**config.mk**
```make
export PLATFORM = sky130hd
export DESIGN_NAME = prog_clk_divider
export DESIGN_NICKNAME = d
export VERILOG_FILES = /design/src/rtl/prog_clk_divider.sv
export SDC_FILE = /design/constraint.sdc
export NUM_CORES = 1
export LEC_CHECK = 0
export CAP_MARGIN = 0
export CORE_UTILIZATION = 30
export CTS_BUF_LIST = sky130_fd_sc_hd__clkbuf_16
export DETAILED_ROUTE_END_ITERATION = 10
export PLACE_DENSITY = 0.59
export SETUP_SLACK_MARGIN = 0.1
export SLEW_MARGIN = 20
export SYNTH_ARGS = -nofsm -noshare
export SYNTH_HDL_FRONTEND = slang
export SYNTH_SLANG_ARGS = --single-unit
```
**constraint.sdc**
```tcl
create_clock -name clk -period 2.35 [get_ports clk]
set_input_delay 0.47 -clock clk [delete_from_list [all_inputs] [get_ports clk]]
set_output_delay 0.47 -clock clk [all_outputs]
set_load 0.02 [all_outputs]
```
**src/rtl/prog_clk_divider.sv**
```systemverilog
// Multi-channel programmable clock divider with 50% duty registered outputs.
// Divide values are double-buffered and only applied at a half-period boundary.
module prog_clk_divider #(
  parameter int NUM_CH    = 2,
  parameter int CNT_W     = 16,
  parameter int RESET_DIV = 49
) (
  input  logic                    clk,
  input  logic                    rst_n,
  input  logic [NUM_CH-1:0]       en,
  input  logic                    sync,
  input  logic [NUM_CH-1:0]       load,
  input  logic [NUM_CH*CNT_W-1:0] div_val,
  output logic [NUM_CH-1:0]       clk_out,
  output logic [NUM_CH-1:0]       tick,
  output logic [NUM_CH-1:0]       pending
);

  localparam logic [CNT_W-1:0] RESET_A = CNT_W'(RESET_DIV);

  for (genvar i = 0; i < NUM_CH; i++) begin : g_ch
    logic [CNT_W-1:0] a_q, a_d;
    logic [CNT_W-1:0] p_q, p_d;
    logic [CNT_W-1:0] c_q, c_d;
    logic             f_q, f_d;
    logic             o_q, o_d;
    logic             tick_q, tick_d;
    logic [CNT_W-1:0] slice;

    assign slice = div_val[i*CNT_W +: CNT_W];

    always_comb begin
      a_d    = a_q;
      p_d    = p_q;
      f_d    = f_q;
      c_d    = c_q;
      o_d    = o_q;
      tick_d = 1'b0;
      if (!en[i]) begin
        c_d = '0;
        o_d = 1'b0;
        // Disabled channel has no period in flight, so a load goes straight to A.
        if (load[i]) begin
          a_d = slice;
          f_d = 1'b0;
        end
      end else begin
        if (sync) begin
          c_d = '0;
          o_d = 1'b0;
        end else if (c_q == a_q) begin
          c_d    = '0;
          o_d    = ~o_q;
          tick_d = ~o_q;
          if (f_q) begin
            a_d = p_q;
            f_d = 1'b0;
          end
        end else begin
          c_d = c_q + 1'b1;
        end
        // A same-cycle load overrides the flag clear from the transfer above.
        if (load[i]) begin
          p_d = slice;
          f_d = 1'b1;
        end
      end
    end

    always_ff @(posedge clk or negedge rst_n) begin
      if (!rst_n) begin
        a_q    <= RESET_A;
        p_q    <= '0;
        f_q    <= 1'b0;
        c_q    <= '0;
        o_q    <= 1'b0;
        tick_q <= 1'b0;
      end else begin
        a_q    <= a_d;
        p_q    <= p_d;
        f_q    <= f_d;
        c_q    <= c_d;
        o_q    <= o_d;
        tick_q <= tick_d;
      end
    end

    assign clk_out[i] = o_q;
    assign tick[i]    = tick_q;
    assign pending[i] = f_q;
  end

endmodule

```
==> qor.yml, run 1 <==
worstPathCellList: "clkdlybuf4s50_1 -> nand2b_1 -> and2_1 -> a211oi_1 -> mux2i_1"
synth.yosys.seq_area_share: 0.4318
cpPeakStageDelay_ns: 0.71
cts.repair.resized: 0
total_wirelength_of_the_detailed_routed_design_um: 14300
worst_slew_margin_rel: 0.4228
status: "complete, no violations"
crit_path_max_fanout: 16
skew_ns: 0.01089
master_of_the_slowest_instance_on_the_critical_path: "clkdlybuf4s50_1"
crit_family: "simple AND/OR/NAND/NOR gates"
setup_slack_reg_to_reg_ns: 0.41
placedInstanceArea_mm2: 0.006688
residual_overflow_from_global_routing: 0
timing_hold_violations_final: 0
grt_start_max_net_pins: 44
placer_congestion_estimate: 0.8256
effective_utilization_at_floorplan: 0.3056
leakage_power_of_the_design_nw: 2.935
ys_async_sr_fraction: 1.000
final.min_clock_period_ns: 2.028
drt_pass1_iterations: 4
final-max-slew-violation-count: 0
grt_antenna_before_repair: 0
irDropWorstVdd_v: 0.0003942
cts_max_path_buffers: 2
layoutNonFillerInstCount: 850
number_of_flops_mapped_to_enable_cells_by_yosys: 0
critical_path_buf_inv_count: 1
postLayoutCellArea_mm2: 0.006994
postCtsSetupBuffers: 0
dr_total_vias: 4471
die_w_um: 142.6
htreeDepth: 3
source_to_sink_clock_delay_at_the_later_pin_of_the_worst_skew_pair_ns: 0.35
power.density_mw_per_mm2: 609.6
post-layout-total-power_w: 0.004264
cp.required_ns: 2.58
synthesis.yosys.warnings: 0
holdCritPathClass: "input port to async pin"
detail-route-antenna-nets: 0
post_synth.cell_area_avg_um2: 10.84
fp.coreArea_mm2: 0.01940
post-route-util: 0.3606
timing.critical_path.to_type: "flop"
tritoncts: "yes"
synth_cells: 547
syn-cell-area_mm2: 0.005928
row_count: 51
final-setup-viol-count: 0
dominantRegCellSynth: "dfrtp_1"
yosys_register_bits: 102
layout-drive-gt1-share: 0.1607
area_delta_synth_final_pct: 17.98
critical_path.reg2reg.endpoint: "g_ch[0].f_q$_DFFE_PN0P_"
timing.critical_path.from_type: "input port"
reg2reg_depth: 5
boundaryPins: 45
finalCritPeriodShare: 0.8630
rsz0062_at_grt: "false"
path_clk_slew_ns: 0.08
clock.fmax_mhz: 493.1
cts_sink_cnt: 102
cp.arrival_ns: 2.26
dp_cells: 834
gr_usage_total: 0.1458
routed_wire_length_per_instance_um: 16.83
placement.io_buffers: 44
fillers: 1934
synth_fp_nets: 588
grt_pass1_wl_um: 23130
cts.hold.buffers_added: 0
tightestPinTransition_ns: 0.8637
critPathKind: "input port to flop"
fin_nets: 621
dp_hpwl_um: 9893
insertedDiodeCount: 0
number_of_drc_violations_after_detailed_routing: 0
yosys.cell_types.count: 41
die-area_mm2: 0.02033
grt_pass1_vias: 4463
drv.max_cap_violation_count: 0
viasPerCell: 5.260
floorplan.die.height_um: 142.6
drtIter0Drc: 239
beginning_of_the_worst_register_to_register_path: "g_ch[0].c_q[6]$_DFF_PN0_"
cts_root_buffer: "clkbuf_16"
numCtsBuffers: 9
kinds of logic after synthesis:
logic type      synth area share
simple gates              0.1589
buf+inv                  0.04200
xor+xnor                 0.07683
fa+ha+maj               0.004221
compound gates            0.1140
mux                       0.1722
flops                     0.4318
sequential cells by signal (all words and copies together), names as in the netlist:
name         flops
g_ch.a_q        32
g_ch.c_q        32
g_ch.p_q        32
g_ch.f_q         2
g_ch.o_q         2
g_ch.tick_q      2
per-stage QoR:
step,setup TNS [ns],setup slack [ns],hold slack (ns)
3_5_place_dp,0,0.003414,0.4941
2_1_floorplan,0,0.7048,0.1744
3_3_place_gp,-1.508,-0.1027,0.4883
6_report,0,0.3220,0.1086
4_1_cts,0,0.3865,0.1229
5_1_grt,0,0.2604,0.1452
worst max path at each step:
| stage | start | end | slack [ns] | cells after the start |
|---|---|---|---|---|
| final | load[1] | g_ch[1].a_q[1]$_DFFE_PN0P_ | 0.32 | 5 |
| after floorplan | load[0] | g_ch[0].a_q[11]$_DFFE_PN0P_ | 0.70 | 6 |
| after global placement | sync | g_ch[1].a_q[5]$_DFFE_PN1P_ | -0.10 | 5 |
| after detailed placement | load[1] | g_ch[1].a_q[1]$_DFFE_PN0P_ | 0.003 | 5 |
| after CTS | load[1] | g_ch[1].a_q[1]$_DFFE_PN0P_ | 0.39 | 5 |
| after global routing | load[1] | g_ch[1].a_q[10]$_DFFE_PN0P_ | 0.26 | 5 |
cell type report:
type / instances / area [um^2] / area share
Clock buffer: 9 / 225.2 / 0.03220
Timing Repair Buffer: 64 / 650.6 / 0.09302
Multi-Input combinational cell: 400 / 3134 / 0.4481
Sequential cell: 102 / 2560 / 0.3660
Clock inverter: 7 / 81.33 / 0.01163
Tap cell: 265 / 331.6 / 0.04741
Inverter: 3 / 11.26 / 0.001610
cell usage after synthesis, drive strengths merged (4+ instances only):
master / instances / area share
dfstp: 6 / 0.027
and4: 6 / 0.0097
a221oi: 32 / 0.047
a211oi: 40 / 0.052
nand2: 10 / 0.0063
and2: 37 / 0.039
nor4: 8 / 0.0084
mux2: 32 / 0.061
nor3: 24 / 0.020
or3: 6 / 0.0063
clkbuf: 16 / 0.010
nand3: 11 / 0.011
nand4: 13 / 0.019
buf: 26 / 0.030
mux2i: 66 / 0.11
and3: 5 / 0.0057
o21ai: 6 / 0.0051
xor2: 50 / 0.074
dfrtp: 96 / 0.41
nor2: 32 / 0.020
nand2b: 4 / 0.0042
report_power, final:
part	leakage (nW)	internal [W]	switching, W
Combinational	1.58	0.000341	0.000309
Sequential	1.22	0.00190	0.000143
Clock	0.140	0.000840	0.000726
routing by layer:
metal | global-route usage | vias up | part of all wire
met5 | 0 | - | 0
li1 | - | 2101 | -
met1 | 0.1905 | 2270 | 0.46
met2 | 0.2358 | 86 | 0.49
met4 | 0.05659 | 0 | 0.014
met3 | 0.02961 | 14 | 0.036
worst reg2reg max path, cell delays in order, from the launching register on:
cell     delay (ns)
dfrtp_1        0.50
xor2_1         0.21
nor4_1         0.38
and4_1         0.49
buf_12         0.18
a22oi_1        0.07
cell usage in the layout, fill, tap and decap left out, types with 3 or more instances in the layout:
| cell | Yosys | layout |
|---|---|---|
| or3_1 | 6 | 6 |
| mux2i_1 | 66 | 66 |
| dfrtp_1 | 96 | 96 |
| and3_1 | 3 | 3 |
| clkinvlp_4 | 0 | 3 |
| nand2_1 | 10 | 10 |
| mux2_2 | 32 | 32 |
| clkbuf_16 | 0 | 9 |
| o21ai_0 | 6 | 6 |
| xor2_1 | 50 | 50 |
| nand2b_1 | 4 | 4 |
| and4_1 | 4 | 4 |
| buf_12 | 0 | 5 |
| a211oi_1 | 38 | 38 |
| nor2_1 | 32 | 32 |
| a221oi_1 | 32 | 32 |
| nand3_1 | 9 | 9 |
| buf_4 | 12 | 16 |
| nor3_1 | 24 | 24 |
| nor4_1 | 8 | 8 |
| and2_1 | 35 | 35 |
| nand4_1 | 11 | 11 |
| clkdlybuf4s50_1 | 0 | 43 |
| dfstp_2 | 6 | 6 |
No activity file was read; power rests on OpenSTA's default activity.
==> inputs of run 2 (changes only) <==
--- a/config.mk
+++ b/config.mk
@@ -6,10 +6,11 @@
 export NUM_CORES = 1
 export LEC_CHECK = 0
 export CAP_MARGIN = 0
-export CORE_UTILIZATION = 30
+export CORE_MARGIN = 2
+export CORE_UTILIZATION = 23
 export CTS_BUF_LIST = sky130_fd_sc_hd__clkbuf_16
 export DETAILED_ROUTE_END_ITERATION = 10
-export PLACE_DENSITY = 0.59
+export PLACE_DENSITY = 0.5
 export SETUP_SLACK_MARGIN = 0.1
 export SLEW_MARGIN = 20
 export SYNTH_ARGS = -nofsm -noshare
==> run 2 against run 1 <==
Maximum frequency up 5.3%. Combinational power shrank 0.6%. Sequential share of layout area decreased by 0.79 points. Clock skew decreased by 0.0023 ns. Global-route usage down 3.4 points. Largest cell class unchanged.
==> qor.yml, run 2 (same netlist as run 1, synthesis figures left out) <==
status: "complete, no violations"
post-layout-total-power_w: 0.004427  # +3.8%
tritoncts: "yes"
mostFrequentLayoutCells: "96 x dfrtp_1, 66 x mux2i_1, 50 x xor2_1, 43 x clkdlybuf4s50_1, 38 x a211oi_1"
worstPathCellList: "xor2_1 -> nor4_1 -> and4_1 -> buf_4 -> nor3_1"
tightestPinTransition_ns: 0.7257  # -0.1380 ns
boundaryPins: 45  # unchanged
holdCritPathClass: "flop to flop"
path_clk_slew_ns: 0.07  # about the same
irDropWorstVdd_v: 0.0003300  # -16%
cts.repair.resized: 0  # unchanged
dr_total_vias: 4337  # -3.0%
cts.hold.buffers_added: 1  # +1
drv.max_cap_violation_count: 0  # unchanged
clock.fmax_mhz: 519.0  # +5.3%
grt_antenna_before_repair: 0  # unchanged
cp_num_cells: 5  # unchanged
timing.critical_path.to_type: "flop"
detail-route-antenna-nets: 0  # unchanged
cpPeakStageDelay_ns: 0.59  # -0.12 ns
viasPerCell: 4.699  # -11%
crit_family: "simple AND/OR/NAND/NOR gates"
beginning_of_the_worst_register_to_register_path: "g_ch[1].a_q[5]$_DFFE_PN1P_"
cp.arrival_ns: 2.16  # -0.10 ns
cp.required_ns: 2.59  # about the same
power.share.sequential: 0.461  # -0.019
critPathLaunch: "g_ch[1].a_q[5]$_DFFE_PN1P_"
grt_pass1_wl_um: 23820  # +3.0%
source_to_sink_clock_delay_at_the_later_pin_of_the_worst_skew_pair_ns: 0.36  # about the same
dp_hpwl_um: 10100  # +2.1%
timing.hold.worst_path_depth: 1
insertedDiodeCount: 0  # unchanged
htreeDepth: 3  # unchanged
placer_congestion_estimate: 0.7480  # -9.4%
critical_path_buf_inv_count: 1  # unchanged
area_delta_synth_final_pct: 20.60
clock_group_share_of_total_power: 0.393  # +0.026
setup_total_negative_slack_ns: 0  # unchanged
cts_root_buffer: "clkbuf_16"
fp.coreArea_mm2: 0.02525  # +30%
placement.io_buffers: 44  # unchanged
setup_slack_reg_to_reg_ns: 0.42  # about the same
grt_start_max_net_pins: 37  # -16%
gr_usage_total: 0.1120  # -0.03377
rsz0062_at_grt: "false"
final-max-slew-violation-count: 0  # unchanged
residual_overflow_from_global_routing: 0  # unchanged
p_int_w: 0.003285  # +6.5%
mostFrequentLayoutCell: "dfrtp_1"
fin_nets: 629  # +1.3%
crit_path_end: "g_ch[1].c_q[5]$_DFF_PN0_"
worst_slew_margin_rel: 0.5162  # +0.09345
postCtsSetupBuffers: 0  # unchanged
power.switching_w: 0.001142  # -3.1%
cts_sink_cnt: 102  # unchanged
final.min_clock_period_ns: 1.927  # -0.1014 ns
leakage_power_of_the_design_nw: 2.980  # +1.5%
fillers: 2658  # +37%
routed_wire_length_per_instance_um: 15.53  # -7.7%
number_of_drc_violations_after_detailed_routing: 0  # unchanged
total_wirelength_of_the_detailed_routed_design_um: 14340  # +0.25%
critPathKind: "flop to flop"
critical_path.reg2reg.endpoint: "g_ch[1].c_q[5]$_DFF_PN0_"
area_occupied_by_multi_input_gates_mm2: 0.003127  # -0.24%
master_of_the_slowest_instance_on_the_critical_path: "dfstp_2"
timing_hold_violations_final: 0  # unchanged
drtIter0Drc: 210  # -12%
comb_power_share: 0.146  # -0.006
sequential_cell_area_mm2: 0.002560  # unchanged
drt_pass1_iterations: 4  # unchanged
cts_max_path_buffers: 2  # unchanged
sw_frac_of_total: 0.2579  # -0.01849
final-setup-viol-count: 0  # unchanged
finalCritPeriodShare: 0.8198  # -0.04314
timing.critical_path.from_type: "flop"
row_count: 58  # +14%
reg2reg_depth: 5  # unchanged
floorplan.die.height_um: 164.5  # +15%
numCtsBuffers: 9  # unchanged
layout_top_registers: "g_ch.a_q: 32 flops, g_ch.c_q: 32 flops, g_ch.p_q: 32 flops"
power.density_mw_per_mm2: 619.2  # +1.6%
skew_ns: 0.008547  # -0.002339 ns
grt_pass1_vias: 4287  # -3.9%
crit_path_max_fanout: 12  # -4
die-area_mm2: 0.02708  # +33%
effective_utilization_at_floorplan: 0.2347  # -0.07086
layout-drive-gt1-share: 0.1669  # +0.006264
die_w_um: 164.5  # +15%
-- run 2: metrics by stage --
step | worst slack [ns] | utilization | hold WS, ns | cells | cell area [um^2]
after floorplan | 0.7048 | - | 0.1744 | 547 | 5928
after global placement | 0.1270 | 0.2693 | 0.3646 | 906 | 6802
after detailed placement | 0.1068 | 0.2693 | 0.3611 | 906 | 6802
after CTS | 0.4125 | 0.2831 | 0.5026 | 923 | 7149
after global routing | 0.2746 | 0.2831 | 0.5172 | 923 | 7149
final | 0.4234 | 0.2831 | 0.4910 | 923 | 7149
-- run 2: cell type report --
class	instances	share of cell area
Clock inverter	7	0.01575
Multi-Input combinational cell	400	0.4373
Timing Repair Buffer	72	0.09800
Inverter	3	0.001575
Clock buffer	9	0.03150
Tap cell	330	0.05775
Sequential cell	102	0.3581
-- run 2: layer usage --
metal / wire length, um / vias to the layer above / track usage
met5: 0 / - / 0
met4: 264 / 0 / 0.05020
met3: 286 / 14 / 0.01507
met2: 6585 / 35 / 0.1736
met1: 7202 / 2166 / 0.1553
li1: - / 2122 / -
-- run 2: power by group through the flow --
stage	registers [W]	clock network, W	logic (W)
after floorplan	0.00203	0	0.000433
after global placement	0.00207	0	0.000647
after detailed placement	0.00208	0	0.000653
after CTS	0.00204	0.00179	0.000658
after global routing	0.00207	0.00185	0.000724
final	0.00204	0.00174	0.000646
-- run 2: worst min path at each step --
stage / endpoint / slack, ns / startpoint
final: g_ch[1].tick_q$_DFF_PN0_ / 0.49 / g_ch[1].o_q$_DFFE_PN0P_
after global routing: g_ch[1].p_q[5]$_DFFE_PN0P_ / 0.52 / g_ch[1].p_q[5]$_DFFE_PN0P_
after CTS: g_ch[1].tick_q$_DFF_PN0_ / 0.50 / g_ch[1].o_q$_DFFE_PN0P_
after detailed placement: g_ch[0].p_q[9]$_DFFE_PN0P_ / 0.36 / rst_n
after global placement: g_ch[0].p_q[9]$_DFFE_PN0P_ / 0.36 / rst_n
after floorplan: g_ch[0].a_q[10]$_DFFE_PN0P_ / 0.17 / rst_n
-- run 2: worst reg2reg max path, cell delays in order (launching register included) --
cell and delay [ns]:
dfstp_2 0.59, xor2_1 0.10, nor4_1 0.37, and4_1 0.42, buf_4 0.26, nor3_1 0.07
